===== src/rtl/axi_pkg.sv =====
// ============================================================================
// Package : axi_pkg
// Purpose : Shared AXI constants and the write-address sequencer state
//           encoding used by axi_aw_boundary_split and its helpers.
// Contents: AXI_BURST_INCR, AXI_SIZE_4B, AXI_BOUNDARY_BEATS, ST_* states.
// Revision: 1.0 - initial release
// ============================================================================
`default_nettype none

package axi_pkg;

  // AXI burst type / size encodings
  localparam logic [1:0] AXI_BURST_INCR     = 2'b01;
  localparam logic [2:0] AXI_SIZE_4B        = 3'b010;

  // Number of 4-byte beats in one 4KB page
  localparam int         AXI_BOUNDARY_BEATS = 1024;

  // Sequencer states
  localparam logic [1:0] ST_IDLE  = 2'd0;
  localparam logic [1:0] ST_CALC  = 2'd1;
  localparam logic [1:0] ST_ISSUE = 2'd2;
  localparam logic [1:0] ST_DONE  = 2'd3;

endpackage

`default_nettype wire


===== src/rtl/axi_burst_len_calc.sv =====
// ============================================================================
// Module  : axi_burst_len_calc
// Purpose : Combinational burst length selection: the smallest of the
//           remaining beats, the beats left before the next 4KB page and
//           MAX_BURST_LEN.
// Ports   : rem_beats_i [16:0] beats still to issue (1..65536)
//           addr_word_i [9:0]  word index inside the 4KB page (addr[11:2])
//           blen_o      [8:0]  selected burst length in beats (1..256)
// Revision: 1.0 - initial release
// ============================================================================
`default_nettype none

module axi_burst_len_calc #(
  parameter int MAX_BURST_LEN = 256
) (
  input  logic [16:0] rem_beats_i,
  input  logic [9:0]  addr_word_i,
  output logic [8:0]  blen_o
);
  import axi_pkg::*;

  localparam logic [8:0] c_max_len = 9'(MAX_BURST_LEN);

  logic [10:0] w_dist;      // beats to the 4KB page end, 1..1024
  logic [8:0]  w_min_page;  // min(distance, MAX_BURST_LEN)

  always_comb begin
    w_dist     = 11'(AXI_BOUNDARY_BEATS) - {1'b0, addr_word_i};
    // Once the distance is below the cap (<=256) its low 9 bits are exact.
    w_min_page = (w_dist < {2'b00, c_max_len}) ? w_dist[8:0] : c_max_len;
    blen_o     = (rem_beats_i < {8'd0, w_min_page}) ? rem_beats_i[8:0] : w_min_page;
  end

endmodule

`default_nettype wire


===== src/rtl/axi_aw_boundary_split.sv =====
// ============================================================================
// Module  : axi_aw_boundary_split
// Purpose : Write-address sequencer. Splits one write request into AXI INCR
//           bursts that never cross a 4KB page nor exceed MAX_BURST_LEN
//           beats, and pushes (beats-1) of every burst into the burst-length
//           FIFO in the same cycle as its AW handshake.
// Ports   : clk, rst_n (synchronous, active low)
//           s_req_addr/len/valid/ready        request input
//           m_axi_aw{addr,len,size,burst,valid,ready}   AXI AW channel
//           burst_len_fifo_wen/din/full_n    burst-length FIFO write side
//           req_done                         1-cycle pulse per finished request
// Note    : register updates carry no simulation delay in this RTL.
// Revision: 1.0 - initial release
// ============================================================================
`default_nettype none

module axi_aw_boundary_split #(
  parameter int MAX_BURST_LEN = 256
) (
  input  logic        clk,
  input  logic        rst_n,
  input  logic [31:0] s_req_addr,
  input  logic [15:0] s_req_len,
  input  logic        s_req_valid,
  output logic        s_req_ready,
  output logic [31:0] m_axi_awaddr,
  output logic [7:0]  m_axi_awlen,
  output logic [2:0]  m_axi_awsize,
  output logic [1:0]  m_axi_awburst,
  output logic        m_axi_awvalid,
  input  logic        m_axi_awready,
  output logic        burst_len_fifo_wen,
  output logic [7:0]  burst_len_fifo_din,
  input  logic        burst_len_fifo_full_n,
  output logic        req_done
);
  import axi_pkg::*;

  logic [1:0]  state_q,    state_d;
  logic [31:0] cur_addr_q, cur_addr_d;
  logic [16:0] rem_q,      rem_d;
  logic [8:0]  blen_q,     blen_d;
  logic [31:0] awaddr_q,   awaddr_d;
  logic [7:0]  awlen_q,    awlen_d;

  logic [8:0]  w_blen;
  logic        w_aw_hs;

  axi_burst_len_calc #(
    .MAX_BURST_LEN (MAX_BURST_LEN)
  ) u_len_calc (
    .rem_beats_i (rem_q),
    .addr_word_i (cur_addr_q[11:2]),
    .blen_o      (w_blen)
  );

  // Only this block writes the FIFO, so full_n cannot fall while awvalid is
  // high and gating awvalid with full_n never withdraws a pending request.
  assign m_axi_awvalid      = (state_q == ST_ISSUE) && burst_len_fifo_full_n;
  assign w_aw_hs            = m_axi_awvalid && m_axi_awready;
  assign burst_len_fifo_wen = w_aw_hs;
  assign burst_len_fifo_din = awlen_q;
  assign m_axi_awaddr       = awaddr_q;
  assign m_axi_awlen        = awlen_q;
  assign m_axi_awsize       = AXI_SIZE_4B;
  assign m_axi_awburst      = AXI_BURST_INCR;
  assign s_req_ready        = (state_q == ST_IDLE);
  assign req_done           = (state_q == ST_DONE);

  always_comb begin
    state_d    = state_q;
    cur_addr_d = cur_addr_q;
    rem_d      = rem_q;
    blen_d     = blen_q;
    awaddr_d   = awaddr_q;
    awlen_d    = awlen_q;
    case (state_q)
      ST_IDLE: begin
        if (s_req_valid) begin
          state_d    = ST_CALC;
          cur_addr_d = s_req_addr & 32'hFFFF_FFFC;
          rem_d      = {1'b0, s_req_len} + 17'd1;
        end
      end
      ST_CALC: begin
        blen_d   = w_blen;
        awaddr_d = cur_addr_q;
        // blen of 256 wraps to 255 in 8 bits, which is the wanted awlen
        awlen_d  = w_blen[7:0] - 8'd1;
        state_d  = ST_ISSUE;
      end
      ST_ISSUE: begin
        if (w_aw_hs) begin
          cur_addr_d = cur_addr_q + {21'd0, blen_q, 2'b00};
          rem_d      = rem_q - {8'd0, blen_q};
          state_d    = (rem_q == {8'd0, blen_q}) ? ST_DONE : ST_CALC;
        end
      end
      ST_DONE: begin
        state_d = ST_IDLE;
      end
      default: begin
        state_d = ST_IDLE;
      end
    endcase
  end

  always_ff @(posedge clk) begin
    if (!rst_n) begin
      state_q    <= ST_IDLE;
      cur_addr_q <= 32'd0;
      rem_q      <= 17'd0;
      blen_q     <= 9'd0;
      awaddr_q   <= 32'd0;
      awlen_q    <= 8'd0;
    end else begin
      state_q    <= state_d;
      cur_addr_q <= cur_addr_d;
      rem_q      <= rem_d;
      blen_q     <= blen_d;
      awaddr_q   <= awaddr_d;
      awlen_q    <= awlen_d;
    end
  end

endmodule

`default_nettype wire


===== config.mk =====
export PLATFORM = sky130hd
export DESIGN_NAME = axi_aw_boundary_split
export DESIGN_NICKNAME = d
export VERILOG_FILES = /design/src/rtl/axi_pkg.sv /design/src/rtl/axi_burst_len_calc.sv /design/src/rtl/axi_aw_boundary_split.sv
export SDC_FILE = /design/constraint.sdc
export NUM_CORES = 1
export LEC_CHECK = 0
export CORE_MARGIN = 2
export CORE_UTILIZATION = 58
export CTS_CLUSTER_DIAMETER = 80
export CTS_CLUSTER_SIZE = 30
export DETAILED_ROUTE_END_ITERATION = 8
export PLACE_DENSITY = 0.87
export SLEW_MARGIN = 10
export SYNTH_ARGS = -nofsm -noshare
export SYNTH_HDL_FRONTEND = slang
export SYNTH_SLANG_ARGS = --single-unit

===== constraint.sdc =====
create_clock -name clk -period 10.2 [get_ports clk]
set_input_delay 1.53 -clock clk [delete_from_list [all_inputs] [get_ports clk]]
set_output_delay 1.53 -clock clk [all_outputs]
set_load 0.03 [all_outputs]

After elaboration in Yosys (flattened, before gate mapping) --
Cells that the tools add are included.
Operators by class: bitwise logic cells 0, equal/unequal tests 6, multiplexer cells 12, reductions and logical operators 6, add/sub/neg operators 5, multiply operators 0, divide/modulo/power cells 0, shift operators 0, $lt $le $gt $ge 2
Operators with widths (number):
- two-way mux 32 bit | 2
- case mux 32 bit (2 select lines) | 1
- two-way mux 17 bit | 2
- case mux 17 bit (2 select lines) | 1
- adder 32 x 11 -> 32 bit | 1
- two-way mux 9 bit | 2
- adder 16 x 1 -> 17 bit (second input constant) | 1
- equality test 17 x 9 -> 1 bit | 1
- less-than comparator 17 x 9 -> 1 bit | 1
- subtractor 17 x 9 -> 17 bit | 1
- less-than comparator 11 x 9 -> 1 bit (second input constant) | 1
- subtractor 11 x 10 -> 11 bit (first input constant) | 1
- case mux 2 bit (4 select lines) | 1
- subtractor 8 x 1 -> 8 bit (second input constant) | 1
- two-way mux 2 bit | 3
- equality test 2 bit (second input constant) | 2
- != test 2 bit (second input constant) | 2
- AND reduction 3 bit | 1
- equality test 2 x 1 -> 1 bit (second input constant) | 1
- logical AND 1 bit | 2
- logical NOT 2 bit | 1
- AND reduction 2 bit | 1
- nonzero test 2 bit | 1
Storage, ports and cells: bits in writable memories 0, memory bits (read-only) 0, input port bits 53, register bits 100, memories 0, latch bits 0

Depth between registers and ports, before layout --
Gate-level depths: netlist of the first run.
depth in word-level cells 6, depth in mapped cells 21, mapped depth without buffers 20

Hierarchy --
A second synthesis of the first run with hierarchy kept.
Second synthesis, totals: cells, all modules 837, area total of the unflattened synthesis 6454.9 um^2
Modules (own cells, without submodules):
- axi_aw_boundary_split | area each 5844.4 um^2, sequential area each 1921.8 um^2, times used 1, cells each 755
- axi_burst_len_calc | area each 610.6 um^2, sequential area each 0.0 um^2, times used 1, cells each 82

Worst setup path before layout of the first run --
No wires, ideal clock.
path kind reg2reg, start register cur_addr_q[3], end register awlen_q[6] (netlist: burst_len_fifo_din[6]), data required time 10.126 ns, arrival time 4.674 ns, setup time 0.074 ns, setup slack 5.451 ns, stages on the path, launching flop included 20, cell sequence dfxtp_1 -> inv_1 -> ha_1 -> or3b_2 -> or4b_1 -> a21o_1 -> inv_2 -> nand2_1 -> ha_1 -> and2_2 -> a221o_2 -> a2111oi_4 -> o31a_2 -> buf_2 -> a21oi_1 -> ha_1 -> o31ai_1 -> xor2_1 -> o21ai_0 -> o21ai_0
Between the ends: cells in the longest elaborated chain, start to end 6
RTL lines:
- start, declared | RTL line axi_aw_boundary_split.sv:40 | logic [31:0] cur_addr_q, cur_addr_d;
- start signal, assigned | RTL line axi_aw_boundary_split.sv:118 | cur_addr_q <= cur_addr_d;
- subtractor 11 x 10 -> 11 bit * | RTL line axi_burst_len_calc.sv:28 | w_dist = 11'(AXI_BOUNDARY_BEATS) - {1'b0, addr_word_i};
- less-than comparator 11 x 9 -> 1 bit | RTL line axi_burst_len_calc.sv:30 | w_min_page = (w_dist < {2'b00, c_max_len}) ? w_dist[8:0] : c_max_len;
- two-way mux 9 bit * | RTL line axi_burst_len_calc.sv:30
- less-than comparator 17 x 9 -> 1 bit | RTL line axi_burst_len_calc.sv:31 | blen_o = (rem_beats_i < {8'd0, w_min_page}) ? rem_beats_i[8:0] : w_min_page;
- two-way mux 9 bit * | RTL line axi_burst_len_calc.sv:31
- subtractor 8 x 1 -> 8 bit * | RTL line axi_aw_boundary_split.sv:89 | awlen_d = w_blen[7:0] - 8'd1;
- end signal, assigned | RTL line axi_aw_boundary_split.sv:122 | awlen_q <= awlen_d;
- end, declared | RTL line axi_aw_boundary_split.sv:44 | logic [7:0] awlen_q, awlen_d;
Every way passes the cells marked *; elsewhere a longest branch is shown, timed or not. A chain may end at the register's enable or synchronous reset.

Final worst setup path of the first run --
start input burst_len_fifo_full_n, end output burst_len_fifo_wen
Between the ends: cells in the longest elaborated chain, start to end 2
RTL lines:
- start, declared | RTL line axi_aw_boundary_split.sv:34 | input logic burst_len_fifo_full_n,
- logical AND 1 bit | RTL line axi_aw_boundary_split.sv:59 | assign m_axi_awvalid = (state_q == ST_ISSUE) && burst_len_fifo_full_n;
- logical AND 1 bit | RTL line axi_aw_boundary_split.sv:60 | assign w_aw_hs = m_axi_awvalid && m_axi_awready;
- end, declared | RTL line axi_aw_boundary_split.sv:32 | output logic burst_len_fifo_wen,
Every way passes these cells.

==> results.sh, run 1 <==
export IMPL_hold_buffers=0
export IMPL_start_kind="primary input"
export IMPL_antenna_cells=0
export IMPL_cts_root_buf="clkbuf_8"
export IMPL_p_leak_nw=2.748
export IMPL_final_seq_area_sq_um=1922
export IMPL_io_pins=110
export IMPL_gr_total_overflow=0
export IMPL_cts_buffers=9
export IMPL_yosys_area_top_type="dfxtp_1"
export IMPL_ys_seq_area_share_pct=30.65
export IMPL_synthTopCellsByCount="123 x nand2_1, 96 x dfxtp_1, 63 x a21oi_1, 63 x nor2_1, 42 x o21ai_0"
export IMPL_arrival_ns=4.13
export IMPL_critPathCapture="burst_len_fifo_wen"
export IMPL_cts_tree="done"
export IMPL_hold_viol=0
export IMPL_slowest_delay_ns=0.74
export IMPL_synth_top_cell_area_share_pct=30.65
export IMPL_crit_path_frequent_cell="clkdlybuf4s50_1"
export IMPL_cpMaxStageDelayCell="clkdlybuf4s50_1"
export IMPL_ys_seq_elements=96
export IMPL_reg2reg_slack_ns=4.69
export IMPL_vias=6388
export IMPL_drive_gt1_share_pct=7.006
export IMPL_r2r_start="cur_addr_q[3]"
export IMPL_cts_setup_buffers=0
export IMPL_worstPathCellList="clkdlybuf4s50_1 -> nand3_1 -> a21oi_2 -> buf_4 -> nand2_1 -> inv_1 -> clkdlybuf4s50_1"
export IMPL_critPathLaunch="burst_len_fifo_full_n"
export IMPL_track_usage_pct=31.55
export IMPL_worst_path_stages=7
export IMPL_grt_max_degree=52
export IMPL_path_class="primary input to primary output"
export IMPL_synth_edff_count=0
export IMPL_r2r_end="burst_len_fifo_din[6]"
export IMPL_yosys_top_cells_area="dfxtp_1 31%, nand2_1 7.4%, ha_1 5.8%"
export IMPL_status="finished, final reports clean"
export IMPL_ctsHtreeMaxLevel=3
export IMPL_yosys_warnings=0
export IMPL_maxCapViolCount=0
export IMPL_avgViaCountPerCell=6.257
export IMPL_setup_tns_final_ns=0
export IMPL_worst_path_buf_inv=4
export IMPL_hold_class="register to register"
export IMPL_fp_row_count=37
export IMPL_final_setup_viol_count=0
export IMPL_routed_wl_microns=18340
export IMPL_rsz0062_at_grt="no"
export IMPL_cts_sinks=96
export IMPL_nets=964
export IMPL_clock_path_buffers=2
export IMPL_synth_area_sq_um=6270
export IMPL_drcViolationCount=0
export IMPL_dr_pass1_iters=6
export IMPL_worstSetupEndpointType="primary output"
export IMPL_worstSkewPairLatency_ns=0.39
export IMPL_gp_routability_congestion=0.8985
export IMPL_crit_path_max_fanout=40
export IMPL_fillers=857
export IMPL_drt_iter0_drc=402
export IMPL_die_width_microns=108.0
export IMPL_tightestPinTransition_ns=1.164
export IMPL_async_reset_ff_share_pct=0
export IMPL_area_growth_pct=18.22
export IMPL_avgSynthCellArea_sq_um=7.646
export IMPL_netlist_instances=820
export IMPL_fin_skew_ns=0.01265
export IMPL_vdd_drop_max_v=0.00008872
export IMPL_fin_crit_sh_pct=55.47
export IMPL_multi_input_area_sq_um=3941
export IMPL_p_per_area_nw_per_um2=146.9
export IMPL_crit_family="buffers and inverters"
export IMPL_fmaxAchievable_mhz=176.7
export IMPL_hpwl_microns=12990
export IMPL_ant_nets=0
export IMPL_synth_most_common_cell="nand2_1"
export IMPL_grt_pass1_wl_microns=29420
export IMPL_wl_per_cell_microns=17.97
export IMPL_total_power_mw=1.089
export IMPL_start_util_pct=60.19
export IMPL_cts_resized=0
export IMPL_drv_slew=0
export IMPL_die_area_sq_um=11660
export IMPL_grt_pass1_vias=6075
export IMPL_clk_pin_slew_worst_paths_ns=0.10
export IMPL_portBuffers=100
export IMPL_maxSlewHeadroom_pct=22.13
export IMPL_die_h_microns=108.0
export IMPL_period_minus_slack_ns=5.658
export IMPL_synth_ff_type="dfxtp_1"
export IMPL_reg2reg_depth=19
export IMPL_antenna_found_initial=0
export IMPL_yosysUniqueCellTypes=77
export IMPL_crit_required_ns=8.67
export IMPL_core_sq_um=10420
## metrics by stage
step	utilization, %	hold WS, ns	instance area (sq um)	std cells	setup WS (ns)
detailed placement	69.37	0.4464	7226	1005	4.623
finish	71.16	0.4570	7412	1021	4.542
global placement	69.37	0.4422	7226	1005	4.629
global route	71.16	0.4815	7412	1021	4.372
CTS	71.16	0.4600	7412	1021	4.617
floorplan	-	0.4405	6289	825	5.451
## power breakdown
part	internal, mW	total [mW]	leakage (nW)	switching (mW)
sequential	0.406	0.445	0.786	0.0389
clock	0.0943	0.249	0.0916	0.155
combinational	0.160	0.395	1.87	0.235
total	0.660	1.09	2.75	0.428
## how the worst min path moves through the flow
stage | end | cells past startpoint | start
4_1_cts | m_axi_awaddr[8] | 2 | m_axi_awaddr[8]
2_1_floorplan | m_axi_awaddr[29] | 2 | cur_addr_q[29]
3_3_place_gp | m_axi_awaddr[21] | 2 | m_axi_awaddr[21]
5_1_grt | m_axi_awaddr[6] | 2 | m_axi_awaddr[6]
6_report | m_axi_awaddr[8] | 2 | m_axi_awaddr[8]
3_5_place_dp | m_axi_awaddr[8] | 2 | m_axi_awaddr[8]
## worst min-delay path, stage by stage (launching register included)
cell	delay, ns
dfxtp_1	0.32
nand2_1	0.05
a21oi_1	0.05
## registers in the layout, summed over array words and instances, names as in the netlist
register	flops
m_axi_awaddr	30
state_q	2
burst_len_fifo_din	8
cur_addr_q	30
blen_q	9
rem_q	17
## metal layers
metal | part of all wire [%] | wire (microns) | GRT usage, % | vias up
met5 | 0 | 0 | 0 | -
met2 | 48 | 8856 | 52.70 | 296
met1 | 42 | 7778 | 41.32 | 2984
li1 | - | - | - | 3064
met3 | 6.9 | 1274 | 4.280 | 44
met4 | 2.4 | 435 | 12.55 | 0
## final cells by class
cell class              instances  area share [%]
well taps                     136           2.296
flip-flops and latches         96           25.93
multi-input cells             632           53.17
clock buffers                   9           1.671
repair buffers                110           14.52
clock inverters                 7          0.8440
inverters                      31           1.570
## logic make-up (layout without fill, tap and decap cells)
| logic type | after synthesis | in the layout | share of synthesized area, % |
|---|---|---|---|
| XOR/XNOR | 31 | 31 | 4.330 |
| multiplexers | 11 | 11 | 1.796 |
| other | 2 | 7 | 0.1198 |
| adder cells (fa/ha/maj) | 31 | 31 | 6.426 |
| flip-flops | 96 | 96 | 30.65 |
| AO/OA/AOI/OAI | 239 | 239 | 26.16 |
| buffers and inverters | 97 | 157 | 7.005 |
| AND/OR/NAND/NOR | 313 | 313 | 23.51 |
## layout by cell type (no fill, tap or decap), types with 18 or more instances in the layout
master,instances
a211oi_1,24
a21oi_1,62
a31oi_1,18
clkdlybuf4s50_1,100
dfxtp_1,96
ha_1,29
inv_1,29
nand2_1,123
nand3_1,30
nor2_1,63
o21ai_0,42
Note: power is estimated with default switching activity, not from simulation.
==> inputs of run 2 (changes only) <==
--- a/config.mk
+++ b/config.mk
@@ -6,11 +6,11 @@
 export NUM_CORES = 1
 export LEC_CHECK = 0
 export CORE_MARGIN = 2
-export CORE_UTILIZATION = 58
+export CORE_UTILIZATION = 54
 export CTS_CLUSTER_DIAMETER = 80
 export CTS_CLUSTER_SIZE = 30
 export DETAILED_ROUTE_END_ITERATION = 8
-export PLACE_DENSITY = 0.87
+export PLACE_DENSITY = 0.81
 export SLEW_MARGIN = 10
 export SYNTH_ARGS = -nofsm -noshare
 export SYNTH_HDL_FRONTEND = slang
==> constraint.sdc (replaced) <==
create_clock -name clk -period 5.45 [get_ports clk]
set_input_delay 0.8175 -clock clk [delete_from_list [all_inputs] [get_ports clk]]
set_output_delay 0.8175 -clock clk [all_outputs]
set_load 0.03 [all_outputs]
==> results.sh, run 2 (synthesis gave the netlist of run 1 again) <==
export IMPL_status="finished, final reports clean"
export IMPL_ctsHtreeMaxLevel=3
export IMPL_antenna_cells=0
export IMPL_post_place_ws_ns=0.1784
export IMPL_fmaxAchievable_mhz=193.9
export IMPL_dr_pass1_iters=5
export IMPL_tightestPinTransition_ns=1.178
export IMPL_rsz0062_at_grt="no"
export IMPL_grt_pass1_wl_microns=29920
export IMPL_die_area_sq_um=12490
export IMPL_worstSkewPairLatency_ns=0.35
export IMPL_area_growth_pct=20.85
export IMPL_fp_row_count=39
export IMPL_arrival_ns=5.43
export IMPL_p_per_area_nw_per_um2=291.0
export IMPL_fillers=986
export IMPL_track_usage_pct=29.36
export IMPL_die_h_microns=111.8
export IMPL_hold_viol=0
export IMPL_reg2reg_slack_ns=0.29
export IMPL_die_width_microns=111.8
export IMPL_avgViaCountPerCell=6.186
export IMPL_hold_class="register to register"
export IMPL_holdPathStages=2
export IMPL_gr_total_overflow=0
export IMPL_portBuffers=100
export IMPL_io_pins=110
export IMPL_grt_max_degree=52
export IMPL_start_kind="register"
export IMPL_fin_crit_sh_pct=94.62
export IMPL_post_route_util_pct=66.64
export IMPL_ant_nets=0
export IMPL_r2r_end="burst_len_fifo_din[6]"
export IMPL_reg2reg_depth=19
export IMPL_hold_start="m_axi_awaddr[19]"
export IMPL_nets=969
export IMPL_vias=6390
export IMPL_layout_commonest_cell="nand2_1"
export IMPL_drv_slew=0
export IMPL_maxSlewHeadroom_pct=21.17
export IMPL_clk_pin_slew_worst_paths_ns=0.07
export IMPL_start_util_pct=55.14
export IMPL_path_class="register to register"
export IMPL_routed_wl_microns=18330
export IMPL_cts_buffers=9
export IMPL_grt_pass1_vias=6061
export IMPL_whs_endpoint="m_axi_awaddr[19]"
export IMPL_vdd_drop_max_v=0.0002853
export IMPL_clock_path_buffers=2
export IMPL_hold_buffers=0
export IMPL_drt_iter0_drc=605
export IMPL_crit_required_ns=5.73
export IMPL_r2r_start="cur_addr_q[3]"
export IMPL_wl_per_cell_microns=17.74
export IMPL_cts_root_buf="clkbuf_16"
export IMPL_hpwl_microns=13150
export IMPL_cts_tree="done"
export IMPL_antenna_found_initial=0
export IMPL_crit_path_max_fanout=15
export IMPL_final_cell_mix="123 x nand2_1, 100 x clkdlybuf4s50_1, 96 x dfxtp_1, 62 x nor2_1, 61 x a21oi_1"
export IMPL_cts_sinks=96
export IMPL_p_leak_nw=2.811
export IMPL_period_minus_slack_ns=5.157
export IMPL_finalWorstSetupSlack_ns=0.2931
export IMPL_setup_tns_final_ns=0
export IMPL_drive_gt1_share_pct=7.978
export IMPL_fin_skew_ns=0.007151
export IMPL_worstSetupEndpointType="register"
export IMPL_final_setup_viol_count=0
export IMPL_gp_routability_congestion=0.9095
export IMPL_maxCapViolCount=0
export IMPL_core_sq_um=11370
export IMPL_drcViolationCount=0
==> run 2: worst max path at each step <==
stage,start,end,slack (ns),cells after the start
floorplan,cur_addr_q[3],burst_len_fifo_din[6],0.70,19
global placement,cur_addr_q[3],burst_len_fifo_din[6],0.25,19
detailed placement,cur_addr_q[3],burst_len_fifo_din[6],0.18,19
CTS,cur_addr_q[3],burst_len_fifo_din[6],0.14,19
global route,cur_addr_q[3],burst_len_fifo_din[6],0.05,19
finish,cur_addr_q[3],burst_len_fifo_din[6],0.29,19
==> run 2: report_power, final <==
part / switching [mW] / leakage [nW] / internal (mW) / total [mW]
Combinational: 0.450 / 1.89 / 0.314 / 0.764
Sequential: 0.0690 / 0.786 / 0.760 / 0.829
Clock: 0.298 / 0.130 / 0.314 / 0.612
Total: 0.817 / 2.81 / 1.39 / 2.20
==> run 2: worst max-delay path, cell delays in order (launching register included) <==
cell and delay [ns]:
dfxtp_1 0.37, inv_1 0.14, ha_2 0.25, or3b_2 0.52, or4b_1 0.62, a21o_1 0.27
inv_2 0.17, nand2_1 0.16, ha_1 0.30, and2_2 0.19, a221o_2 0.36, a2111oi_4 0.40
o31a_2 0.23, buf_4 0.22, a21oi_2 0.10, ha_2 0.23, o31ai_1 0.09, xor2_1 0.17
o21ai_0 0.10, o21ai_0 0.19
==> run 2: routing by layer <==
metal  up-vias  routed length (microns)  global-route usage [%]
met1      2982                     7814                   38.82
met2       283                     8764                   49.33
met3        37                     1379                   5.117
met4         0                      371                   8.560
li1       3088                        -                       -
met5         -                        0                       0
==> run 2: area by class of cell <==
cell class	count	area [sq um]	share of cell area, %
multi-input cells	632	3965	52.33
flip-flops and latches	96	1922	25.36
repair buffers	115	1114	14.70
clock buffers	9	225.2	2.972
well taps	143	178.9	2.361
inverters	31	116.4	1.536
clock inverters	7	56.30	0.7431
==> run 2: per-stage QoR <==
| step | std cells | hold slack [ns] | power [mW] | area, sq um |
|---|---|---|---|---|
| floorplan | 825 | 0.4405 | 1.365 | 6289 |
| global placement | 1016 | 0.4422 | 1.564 | 7264 |
| detailed placement | 1016 | 0.4456 | 1.582 | 7264 |
| CTS | 1032 | 0.4551 | 2.191 | 7546 |
| global route | 1033 | 0.4714 | 2.310 | 7577 |
| finish | 1033 | 0.4531 | 2.205 | 7577 |
==> run 2: what timing repair did <==
action | in CTS | in global routing
buffers inserted | 0 | 1
endpoints found under the setup margin | 0 | 2
resized for setup | 0 | 5
==> RTL edit 1, RTL diff (settings of run 2) <==
`awaddr_q` no longer has a reset.
--- a/src/rtl/axi_aw_boundary_split.sv
+++ b/src/rtl/axi_aw_boundary_split.sv
@@ -112,5 +112,4 @@
       rem_q      <= 17'd0;
       blen_q     <= 9'd0;
-      awaddr_q   <= 32'd0;
       awlen_q    <= 8'd0;
     end else begin
@@ -119,7 +118,10 @@
       rem_q      <= rem_d;
       blen_q     <= blen_d;
-      awaddr_q   <= awaddr_d;
       awlen_q    <= awlen_d;
     end
+  end
+
+  always_ff @(posedge clk) begin
+    awaddr_q <= awaddr_d;
   end
 
Formal check against the unedited RTL: differs if rst_n is asserted again (counterexample within 4 cycles, from zero or initial values and one cycle with rst_n low); with rst_n held inactive, the same outputs for 4 cycles.
==> RTL edit 1 against run 2 <==
- setup slack better by 0.75 ns
- critical endpoint is now burst_len_fifo_din[2]
- design area is 5.4% lower
- sequential cell count stayed put
- utilization is 0.54 points lower
- global-route usage is 3.5 points lower
- clock skew is 0.0070 ns higher
- wire length is 15% lower
- first-iteration DRC count is 44% lower
- die area is 4.2% lower
- total power is 8.4% lower
- via count is 12% lower
- synthesized area is 4.3% lower
- critical path depth is 3 lower
==> RTL edit 1: results <==
{
  "crit_fanout": 15,
  "hold_class": "reg -> reg",
  "synth-seq-area-share": 0.370,
  "grt_pass1_wl_um": 24500,
  "clock_path_buffers": 2,
  "stdcell_count": 915,
  "p_sw_frac": 0.372,
  "startpoint": "cur_addr_q[2]",
  "dpl_worst_slack_ns": 1.12,
  "grt_max_degree": 53,
  "power_leakage_nw": 2.70,
  "synth_top_cells_by_area": "dfxtp_1 22%, edfxtp_1 15%, ha_1 6.0%",
  "skew_ns": 0.0142,
  "synthTopCellsByCount": "66 x dfxtp_1, 64 x nor2_1, 60 x nand2_1",
  "yosys_warnings": 0,
  "netlist-cell-type-count": 71,
  "antenna_cells": 0,
  "timing.hold.ws_ns": 0.463,
  "regToRegEndpoint": "burst_len_fifo_din[2]",
  "path_clk_slew_ns": 0.11,
  "gr-usage-all-layers": 0.259,
  "vias": 5639,
  "holdPathStages": 0,
  "htree_levels": 3,
  "fillers": 897,
  "worstRegToRegCells": 16,
  "drtIter0Drc": 339,
  "wl_met2_um": 7410,
  "route.met3.wl_um": 1100,
  "worstSkewPairLatency_ns": 0.39,
  "drt-total-wl_um": 15500,
  "ctsRootBufferMaster": "clkbuf_8",
  "hpwl_um": 11100,
  "drive_gt1_frac": 0.0619,
  "worst_slew_pin_slew_ns": 1.10,
  "routed.top_layer": "met4",
  "antenna_found_initial": 0,
  "avgSynthCellArea_um2": 8.57,
  "layout.nets": 854,
  "status": "complete, no violations",
  "min-delay-start": "cur_addr_q[31]",
  "portBuffers": 100,
  "synth_edf_count": 30,
  "worstSetupEndpoint": "burst_len_fifo_din[2]",
  "gp_congestion": 0.880,
  "drv_cap": 0,
  "grt_pass1_vias": 5187,
  "r2r_setup_slack_ns": 1.04,
  "period_minus_slack_ns": 4.41,
  "wl_met1_um": 6680,
  "ir_drop_mv": 0.147,
  "min_to": "m_axi_awaddr[31]",
  "place_inst": 899
}
-- RTL edit 1: area by class of cell --
class	instances	area, um^2	share of cell area
multi-input combinational	524	3410	0.476
sequential	96	2220	0.310
timing repair buffer	107	1050	0.147
clock buffer	9	124	0.0173
clock inverter	7	58.8	0.00821
tap	140	175	0.0244
inverter	32	120	0.0168
-- RTL edit 1: metal layers --
layer  global-route usage  vias to the layer above
li1                     -                     2712
met1                0.331                     2656
met2                0.440                      240
met3               0.0451                       31
met4               0.0904                        0
met5                    0                        -
-- RTL edit 1: worst max-delay path, cell delays in order, from the launching register on --
cell and delay [ns]:
dfxtp_1 0.51, inv_1 0.08, ha_1 0.25, nor3b_2 0.20, a21oi_1 0.31, o21a_1 0.42
nand2_1 0.19, ha_1 0.33, a21oi_1 0.11, o21ai_0 0.09, a2111o_1 0.44, a21o_1 0.41
a31oi_1 0.32, ha_1 0.28, xnor2_1 0.16, nand2_1 0.07, a21oi_1 0.15
-- RTL edit 1: metrics by stage --
step	util	area, um^2
finish	0.661	7170
global route	0.661	7170
CTS	0.661	7170
detailed placement	0.644	6980
global placement	0.644	6980
floorplan	-	6020
-- RTL edit 1: power by group through the flow --
stage          registers, mW  clock network [mW]  logic (mW)
2_1_floorplan          0.914                   0       0.460
3_3_place_gp           0.887                   0       0.654
3_5_place_dp           0.892                   0       0.674
4_1_cts                0.875               0.460       0.678
5_1_grt                0.887               0.486       0.745
6_report               0.877               0.458       0.684
-- RTL edit 1: logic make-up after synthesis --
group           synth area share
compound gates             0.232
xor+xnor                  0.0394
fa+ha+maj                 0.0672
buf+inv                   0.0651
flops                      0.370
mux                       0.0188
other cells              0.00125
simple gates               0.206
==> RTL edit 2, RTL diff (config.mk and constraints of run 2) <==
Made on the original files. `MAX_BURST_LEN` is set to 256 in 2 places; all go to 128.
--- a/src/rtl/axi_burst_len_calc.sv
+++ b/src/rtl/axi_burst_len_calc.sv
@@ -12,5 +12,5 @@
 
 module axi_burst_len_calc #(
-  parameter int MAX_BURST_LEN = 256
+  parameter int MAX_BURST_LEN = 128
 ) (
   input  logic [16:0] rem_beats_i,
--- a/src/rtl/axi_aw_boundary_split.sv
+++ b/src/rtl/axi_aw_boundary_split.sv
@@ -16,5 +16,5 @@
 
 module axi_aw_boundary_split #(
-  parameter int MAX_BURST_LEN = 256
+  parameter int MAX_BURST_LEN = 128
 ) (
   input  logic        clk,
Formal check against the unedited RTL: not equivalent (Yosys sat finds a counterexample within 4 cycles, from zero or initial values and one cycle with rst_n low).
==> RTL edit 2 against run 2 <==
- global-route usage grew 0.87 points
- wire length shrank 4.4%
- synthesized area shrank 3.5%
- sequential cell count is the same
- total power shrank 8.3%
- design area shrank 4.6%
- setup slack gained 0.79 ns
- clock skew grew 0.0093 ns
==> RTL edit 2: results <==
{
  "ctsResizeCount": 0,
  "antenna_found_initial": 0,
  "drt_first_pass_iters": 7,
  "drt-total-wl_um": 17500,
  "synth_mux_area_frac": 0.00496,
  "hold_class": "reg -> reg",
  "ys_async_sr_fraction": 0,
  "portBuffers": 100,
  "synth-compound-area-share": 0.269,
  "relSlewSlack": 0.348,
  "vias_per_cell": 6.14,
  "worstSkewPairLatency_ns": 0.40,
  "synthXorXnorAreaFrac": 0.0449,
  "gr-usage-all-layers": 0.302,
  "min-delay-start": "m_axi_awaddr[4]",
  "fillers": 953,
  "synthTopCellsByCount": "127 x nand2_1, 96 x dfxtp_1, 78 x a21oi_1",
  "layout.nets": 947,
  "synthAdderAreaFrac": 0.0666,
  "skew_ns": 0.0164,
  "path_clk_slew_ns": 0.09,
  "regToRegStartpoint": "cur_addr_q[2]",
  "netlist-cell-type-count": 65,
  "crit_arrival_ns": 4.70,
  "yosys_warnings": 0,
  "antenna_cells": 0,
  "grt_pass1_wl_um": 28700,
  "status": "complete, no violations",
  "worstRegToRegCells": 17,
  "grt_pass1_vias": 5872,
  "startpoint_type": "flop",
  "clock_path_buffers": 2,
  "drive_gt1_frac": 0.0415,
  "numCtsBuffers": 9,
  "drtIter0Drc": 518,
  "dpl_worst_slack_ns": 1.10,
  "gp_congestion": 0.915,
  "holdPathStages": 2,
  "postCtsSetupRepairBufs": 0,
  "crit_fanout": 20,
  "synth_top_cells_by_area": "dfxtp_1 32%, nand2_1 7.9%, a21oi_1 6.5%",
  "power_leakage_nw": 2.61,
  "hpwl_um": 12400,
  "synth-seq-area-share": 0.318,
  "ir_drop_mv": 0.171,
  "htree_levels": 3,
  "grt_max_degree": 55,
  "ctsRootBufferMaster": "clkbuf_8"
}
==> RTL edit 2: routing by layer <==
metal	track usage	up-vias	share of wire
li1	-	2978	-
met5	0	-	0
met3	0.0474	39	0.069
met2	0.499	280	0.47
met4	0.131	0	0.028
met1	0.390	2886	0.43
==> RTL edit 2: layout make-up <==
class | count | area share
Clock buffer | 12 | 0.0215
Clock inverter | 3 | 0.00692
Inverter | 29 | 0.0151
Multi-Input combinational cell | 619 | 0.520
Sequential cell | 96 | 0.266
Tap cell | 140 | 0.0242
Timing Repair Buffer | 108 | 0.147
==> RTL edit 2: cell families (layout without fill, tap and decap cells) <==
group / count (synthesis) / after routing
mux: 3 / 3
other cells: 2 / 8
fa+ha+maj: 31 / 31
compound gates: 250 / 250
buf+inv: 93 / 152
simple gates: 296 / 296
xor+xnor: 31 / 31
flops: 96 / 96
==> RTL edit 2: path summary, 6_finish.rpt <==
kind                            slack [ns]               endpoint
worst min-delay path                  0.46        m_axi_awaddr[4]
worst min register to register        0.46        m_axi_awaddr[4]
worst max register to register        1.08  burst_len_fifo_din[6]
worst max-delay path                  1.08  burst_len_fifo_din[6]
==> RTL edit 2: worst max-delay path, stage by stage (launching register included) <==
cell and delay (ns):
dfxtp_1 0.48, inv_1 0.08, ha_1 0.28, nor4bb_1 0.31, nand3_1 0.16, a21boi_0 0.45, inv_1 0.10, ha_1 0.31
nand4_1 0.15, a211oi_1 0.61, a2111oi_2 0.09, buf_4 0.23, a21oi_1 0.23, ha_1 0.26, o211ai_1 0.14, xor2_1 0.19
nand2_1 0.07, a21oi_1 0.15
==> RTL edit 2: report_power, final <==
part | total [mW] | internal, mW | switching [mW]
Clock | 0.513 | 0.239 | 0.274
Sequential | 0.837 | 0.759 | 0.0778
Combinational | 0.672 | 0.279 | 0.393
Total | 2.02 | 1.28 | 0.745
==> RTL edit 2: metrics by stage <==
| stage | std cells | instance area, um^2 | hold slack [ns] | power, mW | utilization |
|---|---|---|---|---|---|
| 2_1_floorplan | 808 | 6070 | 0.440 | 1.32 | - |
| 3_3_place_gp | 992 | 7020 | 0.442 | 1.49 | 0.645 |
| 3_5_place_dp | 992 | 7020 | 0.447 | 1.51 | 0.645 |
| 4_1_cts | 1007 | 7230 | 0.460 | 2.02 | 0.664 |
| 5_1_grt | 1007 | 7230 | 0.489 | 2.12 | 0.664 |
| 6_report | 1007 | 7230 | 0.457 | 2.02 | 0.664 |
